[src/rtl/uart_tx_queue.sv]
// -----------------------------------------------------------------------------
// uart_tx_queue
//   Byte FIFO plus launch FSM feeding the transmit side of uart2. Producers push
//   bytes at any rate; the FSM hands them to uart2 one at a time, waiting for
//   tx_busy to rise and fall between launches. If tx_busy never rises, the byte
//   is dropped after BUSY_TIMEOUT cycles and is not retried.
//
// Ports
//   clk       in   system clock
//   reset     in   synchronous, active-low
//   wr_en     in   push wr_data this cycle
//   wr_data   in   byte to queue
//   clr_ovf   in   clear sticky overflow (a simultaneous overflow event wins)
//   tx_busy   in   uart2 transmitter busy
//   tx_start  out  one-cycle launch pulse to uart2
//   tx_data   out  byte to uart2, held from launch until the FSM returns to IDLE
//   full      out  count == DEPTH
//   empty     out  count == 0
//   count     out  occupied entries, 0..DEPTH
//   overflow  out  sticky: a push was dropped because the queue was full
// -----------------------------------------------------------------------------
module uart_tx_queue #(
  parameter int DEPTH        = 16,
  parameter int ADDR_W       = 4,
  parameter int BUSY_TIMEOUT = 8
) (
  input  logic              clk,
  input  logic              reset,
  input  logic              wr_en,
  input  logic [7:0]        wr_data,
  input  logic              clr_ovf,
  input  logic              tx_busy,
  output logic              tx_start,
  output logic [7:0]        tx_data,
  output logic              full,
  output logic              empty,
  output logic [ADDR_W:0]   count,
  output logic              overflow
);

  localparam logic [ADDR_W:0] FULL_CNT  = (ADDR_W + 1)'(DEPTH);
  localparam logic [7:0]      TIMEOUT_C = 8'(BUSY_TIMEOUT);

  typedef enum logic [1:0] {
    IDLE      = 2'd0,
    LAUNCH    = 2'd1,
    WAIT_BUSY = 2'd2,
    WAIT_DONE = 2'd3
  } state_t;

  state_t              state_q, state_d;
  logic [ADDR_W-1:0]   rd_ptr_q, rd_ptr_d;
  logic [ADDR_W-1:0]   wr_ptr_q, wr_ptr_d;
  logic [ADDR_W:0]     count_q, count_d;
  logic                overflow_q, overflow_d;
  logic                tx_start_q, tx_start_d;
  logic [7:0]          tx_data_q, tx_data_d;
  logic [7:0]          timer_q, timer_d;
  logic [7:0]          mem_q [DEPTH];

  logic                pop;
  logic                push;

  assign full  = (count_q == FULL_CNT);
  assign empty = (count_q == '0);

  // The FSM is the only reader, and it pops exactly once per LAUNCH. A full
  // queue still accepts a push in that cycle because a slot is freed.
  assign pop  = (state_q == LAUNCH);
  assign push = wr_en && (!full || pop);

  // FIFO bookkeeping
  always_comb begin
    // NOTE: every variable gets a default before any branch so no latch is inferred.
    wr_ptr_d   = wr_ptr_q;
    rd_ptr_d   = rd_ptr_q;
    count_d    = count_q;
    overflow_d = overflow_q;

    if (push) wr_ptr_d = wr_ptr_q + ADDR_W'(1);
    if (pop)  rd_ptr_d = rd_ptr_q + ADDR_W'(1);

    case ({push, pop})
      2'b10:   count_d = count_q + (ADDR_W + 1)'(1);
      2'b01:   count_d = count_q - (ADDR_W + 1)'(1);
      default: count_d = count_q;
    endcase

    // Set has priority over clear so a drop is never lost.
    if (wr_en && !push)  overflow_d = 1'b1;
    else if (clr_ovf)    overflow_d = 1'b0;
  end

  // Launch FSM
  always_comb begin
    state_d    = state_q;
    timer_d    = timer_q;
    tx_start_d = 1'b0;
    tx_data_d  = tx_data_q;

    unique case (state_q)
      IDLE: begin
        // A stale tx_busy in IDLE also blocks launch.
        if (!empty && !tx_busy) state_d = LAUNCH;
      end
      LAUNCH: begin
        tx_start_d = 1'b1;
        tx_data_d  = mem_q[rd_ptr_q];
        timer_d    = 8'd0;
        state_d    = WAIT_BUSY;
      end
      WAIT_BUSY: begin
        if (tx_busy)                  state_d = WAIT_DONE;
        else if (timer_q == TIMEOUT_C) state_d = IDLE;
        else                          timer_d = timer_q + 8'd1;
      end
      WAIT_DONE: begin
        if (!tx_busy) state_d = IDLE;
      end
      default: state_d = IDLE;
    endcase
  end

  always_ff @(posedge clk) begin
    // NOTE: sequential state uses non-blocking assignments only.
    if (!reset) begin
      state_q    <= IDLE;
      rd_ptr_q   <= '0;
      wr_ptr_q   <= '0;
      count_q    <= '0;
      overflow_q <= 1'b0;
      tx_start_q <= 1'b0;
      tx_data_q  <= 8'h00;
      timer_q    <= 8'd0;
    end else begin
      state_q    <= state_d;
      rd_ptr_q   <= rd_ptr_d;
      wr_ptr_q   <= wr_ptr_d;
      count_q    <= count_d;
      overflow_q <= overflow_d;
      tx_start_q <= tx_start_d;
      tx_data_q  <= tx_data_d;
      timer_q    <= timer_d;
    end
  end

  // NOTE: storage is deliberately not reset; the pointers and count define
  // which entries are valid, so stale contents are never observed.
  always_ff @(posedge clk) begin
    if (reset && push) mem_q[wr_ptr_q] <= wr_data;
  end

  assign tx_start = tx_start_q;
  assign tx_data  = tx_data_q;
  assign count    = count_q;
  assign overflow = overflow_q;

endmodule

[config.mk]
export PLATFORM = sky130hd
export DESIGN_NAME = uart_tx_queue
export DESIGN_NICKNAME = d
export VERILOG_FILES = /design/src/rtl/uart_tx_queue.sv
export SDC_FILE = /design/constraint.sdc
export NUM_CORES = 1
export LEC_CHECK = 0
export CAP_MARGIN = 20
export CORE_AREA = 2 2 100 175
export DETAILED_ROUTE_END_ITERATION = 8
export DIE_AREA = 0 0 102 177
export GPL_ROUTABILITY_DRIVEN = 0
export MAX_ROUTING_LAYER = met4
export PLACE_DENSITY = 0.64
export SLEW_MARGIN = 20
export SYNTH_ARGS = -nofsm -noshare
export SYNTH_HDL_FRONTEND = slang
export SYNTH_SLANG_ARGS = --single-unit
export TNS_END_PERCENT = 10
[constraint.sdc]
create_clock -name clk -period 6.16 [get_ports clk]
set_input_delay 0.924 -clock clk [delete_from_list [all_inputs] [get_ports clk]]
set_output_delay 0.924 -clock clk [all_outputs]
set_load 0.05 [all_outputs]
==> flow_summary.yaml <==
global_routing:
  grt_start_max_net_pins: 52
  busiest_layer: "met2"
  grt_use_met2_pct: 30.0
  use_met1_pct: 17.8
  grt_pass1_vias: 3788
  grt_first_pass_wirelength_um: 21700
  overflow: 0
  antenna_found_initial: 0
  gr-usage-all-layers_pct: 17.4
  use_met3_pct: 3.71
worst_setup_path:
  cp_top_family: "buffers and inverters"
  crit_buf_inv: 1
  cp_max_fo: 5
  r2r_end: "count[4]"
  crit_chain: "nor4_4 > nor2b_1 > clkdlybuf4s50_1"
  worst-setup-path-type: "flop to output port"
  cp-end-kind: "output port"
  cp.arrival_ns: 2.27
  r2r_cells: 9
  crit_path_max_incr_delay_ns: 0.83
  crit_path_start_kind: "flop"
  rrSetupSlack_ns: 3.73
  cp.required_ns: 5.24
  cpMaxStageDelayCell: "clkdlybuf4s50_1"
  r2r-start: "state_q[1]"
yosys:
  ys_ff_latch: 161
  yosys.area_share.xor_xnor_pct: 1.73
  yosys_warnings: 0
  synth_compound_area_share_pct: 5.61
  synth.top_cell.area_share_pct: 58.5
  synth_nets: 442
  synth.distinct_cells: 44
  avgSynthCellArea_um2: 15.7
  synthMuxAreaShare_pct: 12.2
  yosysSeqAreaShare_pct: 68.5
  synthAdderAreaFrac_pct: 2.21
  synth-async-reset-ratio_pct: 0
  synthFlopType: "edfxtp_1"
  synth_top_area_cell: "edfxtp_1"
  synth_edf_count: 128
  postSynthCellCount: 418
  synthesis.area_um2: 6570
  synth_top_family_by_area: "multiplexers"
  yosys-top-cells-area: "edfxtp_1 (58%), dfxtp_1 (10%), mux2i_1 (6.7%), mux4_2 (5.5%), ha_1 (1.9%)"
  synth-simple-area-share_pct: 7.69
timing:
  setup_viol: 0
  min_period_ns: 3.19
  relSlewSlack_pct: 41.0
  period_share_pct: 51.8
  fmax_mhz: 314
  tns_ns: 0
  finClkSkew_ns: 0.0131
  rsz0062_at_grt: "false"
  maxSlewViolCount: 0
  hold_viol_final: 0
  worst_slack_ns: 2.97
  worst_pin_slew_ns: 0.884
die:
  dieArea_um2: 18100
  coreArea_um2: 16700
  rows: 63
  die_x_um: 102
  start_util_pct: 39.3
  io_pins: 30
  dieHeight_um: 177
place:
  io_buffers: 29
  pre_cts_ws_ns: 2.66
  dpl-instance-area_um2: 7070
  hpwl_um: 9810
clocking:
  cts_hold_buf: 0
  numCtsBuffers: 17
  clk_transition_reported_paths_ns: 0.07
  cts_tree: "built"
  htree_levels: 4
  cts.path.max_buffers: 2
  clock-sinks: 161
  clock_latency_ns: 0.43
  cts_resized: 0
  clock-root-buffer: "clkbuf_16"
  postCtsSetupRepairBufs: 0
power_and_ir_drop:
  peakVddDrop_v: 0.000167
  leakage_uw: 0.00243
  powerDensity_nw_per_um2: 348
route:
  drtAntennaViolNets: 0
  avgViaCountPerCell: 5.13
  vias: 3539
  wirelength_um: 14000
  drtIter0Drc: 272
  drc: 0
  drt_pass1_iterations: 4
  wl_per_cell_um: 20.2
finish:
  nNetsFinal: 474
  fin_area_um2: 7660
  final_core_util_pct: 45.9
  layout_commonest_cell: "edfxtp_1"
  drive_gt1_share_pct: 13.2
  nFillCells: 1460
  area_delta_synth_final_pct: 16.6
  antennaDiodeCount: 0
  final_cell_mix: "edfxtp_1 (128), mux2i_1 (44), dfxtp_1 (32), clkdlybuf4s50_1 (29)"
hold_path:
  min_path_type: "flop to flop"
  hold_depth: 2
  min_to: "tx_data[6]"
  min_from: "tx_data[6]"
run_status:
  outcome: "complete, no violations"
flow_run:
  drv_cap: 0
## stage by stage
stage / hold slack (ns) / cells / total power, µW
floorplan: 0.459 / 418 / 1540
detailed placement: 0.459 / 658 / 1670
global route: 0.493 / 690 / 2760
CTS: 0.478 / 690 / 2690
finish: 0.478 / 690 / 2670
global placement: 0.457 / 658 / 1660
## worst register-to-register path: stages (launching register included)
cell	delay, ns
dfxtp_1	0.33
nand2b_1	0.36
nor2_2	0.37
inv_1	0.10
fa_1	0.42
nor2b_1	0.12
o21ai_0	0.10
and3_1	0.19
a31oi_1	0.18
mux2i_1	0.20
## how the worst max path moves through the flow
stage,start,to,slack (ns),cells after the start
after global routing,count[0],empty,2.86,3
after CTS,count[0],empty,2.94,3
final,count[0],empty,2.97,3
after global placement,reset,mem_q[3][7],2.74,3
after floorplan,count[0],empty,3.49,2
after detailed placement,reset,mem_q[3][7],2.66,3
## registers in the layout, indices dropped and copies added (netlist names)
register	cells
timer_q	8
mem_q	128
overflow	1
state_q	2
rd_ptr_q	4
wr_ptr_q	4
count	5
tx_data	8
tx_start	1
## final cells by class
cell class	instances	area, µm²	share of cell area [%]
multi-input combinational	228	1930	25.2
clock buffer	21	504	6.58
inverter	11	41.3	0.539
clock inverter	11	90.1	1.18
timing repair buffer	31	305	3.98
sequential	161	4510	58.8
tap	227	284	3.71
## kinds of logic after synthesis
family / Yosys count
compound gates: 50
xor+xnor: 13
fa+ha+maj: 11
buf+inv: 29
flops: 161
mux: 60
simple gates: 94
## cells in the mapped netlist (all sizes together), types with 10 or more instances
cell type  instances
nand2             25
o21ai             11
edfxtp           128
buf               12
mux2i             44
mux4              16
and2              12
dfxtp             33
ha                10
nor2              24
inv               11
a21oi             14
## layer usage
layer	vias to the layer above	part of all wire (%)
li1	1648	-
met3	35	3.5
met2	89	56
met5	-	0
met4	0	5.2
met1	1767	35
## report_power, final
part | switching (µW) | leakage, µW | total [µW] | internal [µW]
Sequential | 40.4 | 0.00142 | 1250 | 1210
Combinational | 244 | 0.000724 | 389 | 146
Clock | 436 | 0.000280 | 1030 | 595
Total | 720 | 0.00243 | 2670 | 1950
No activity file was read; power rests on OpenSTA's default activity.
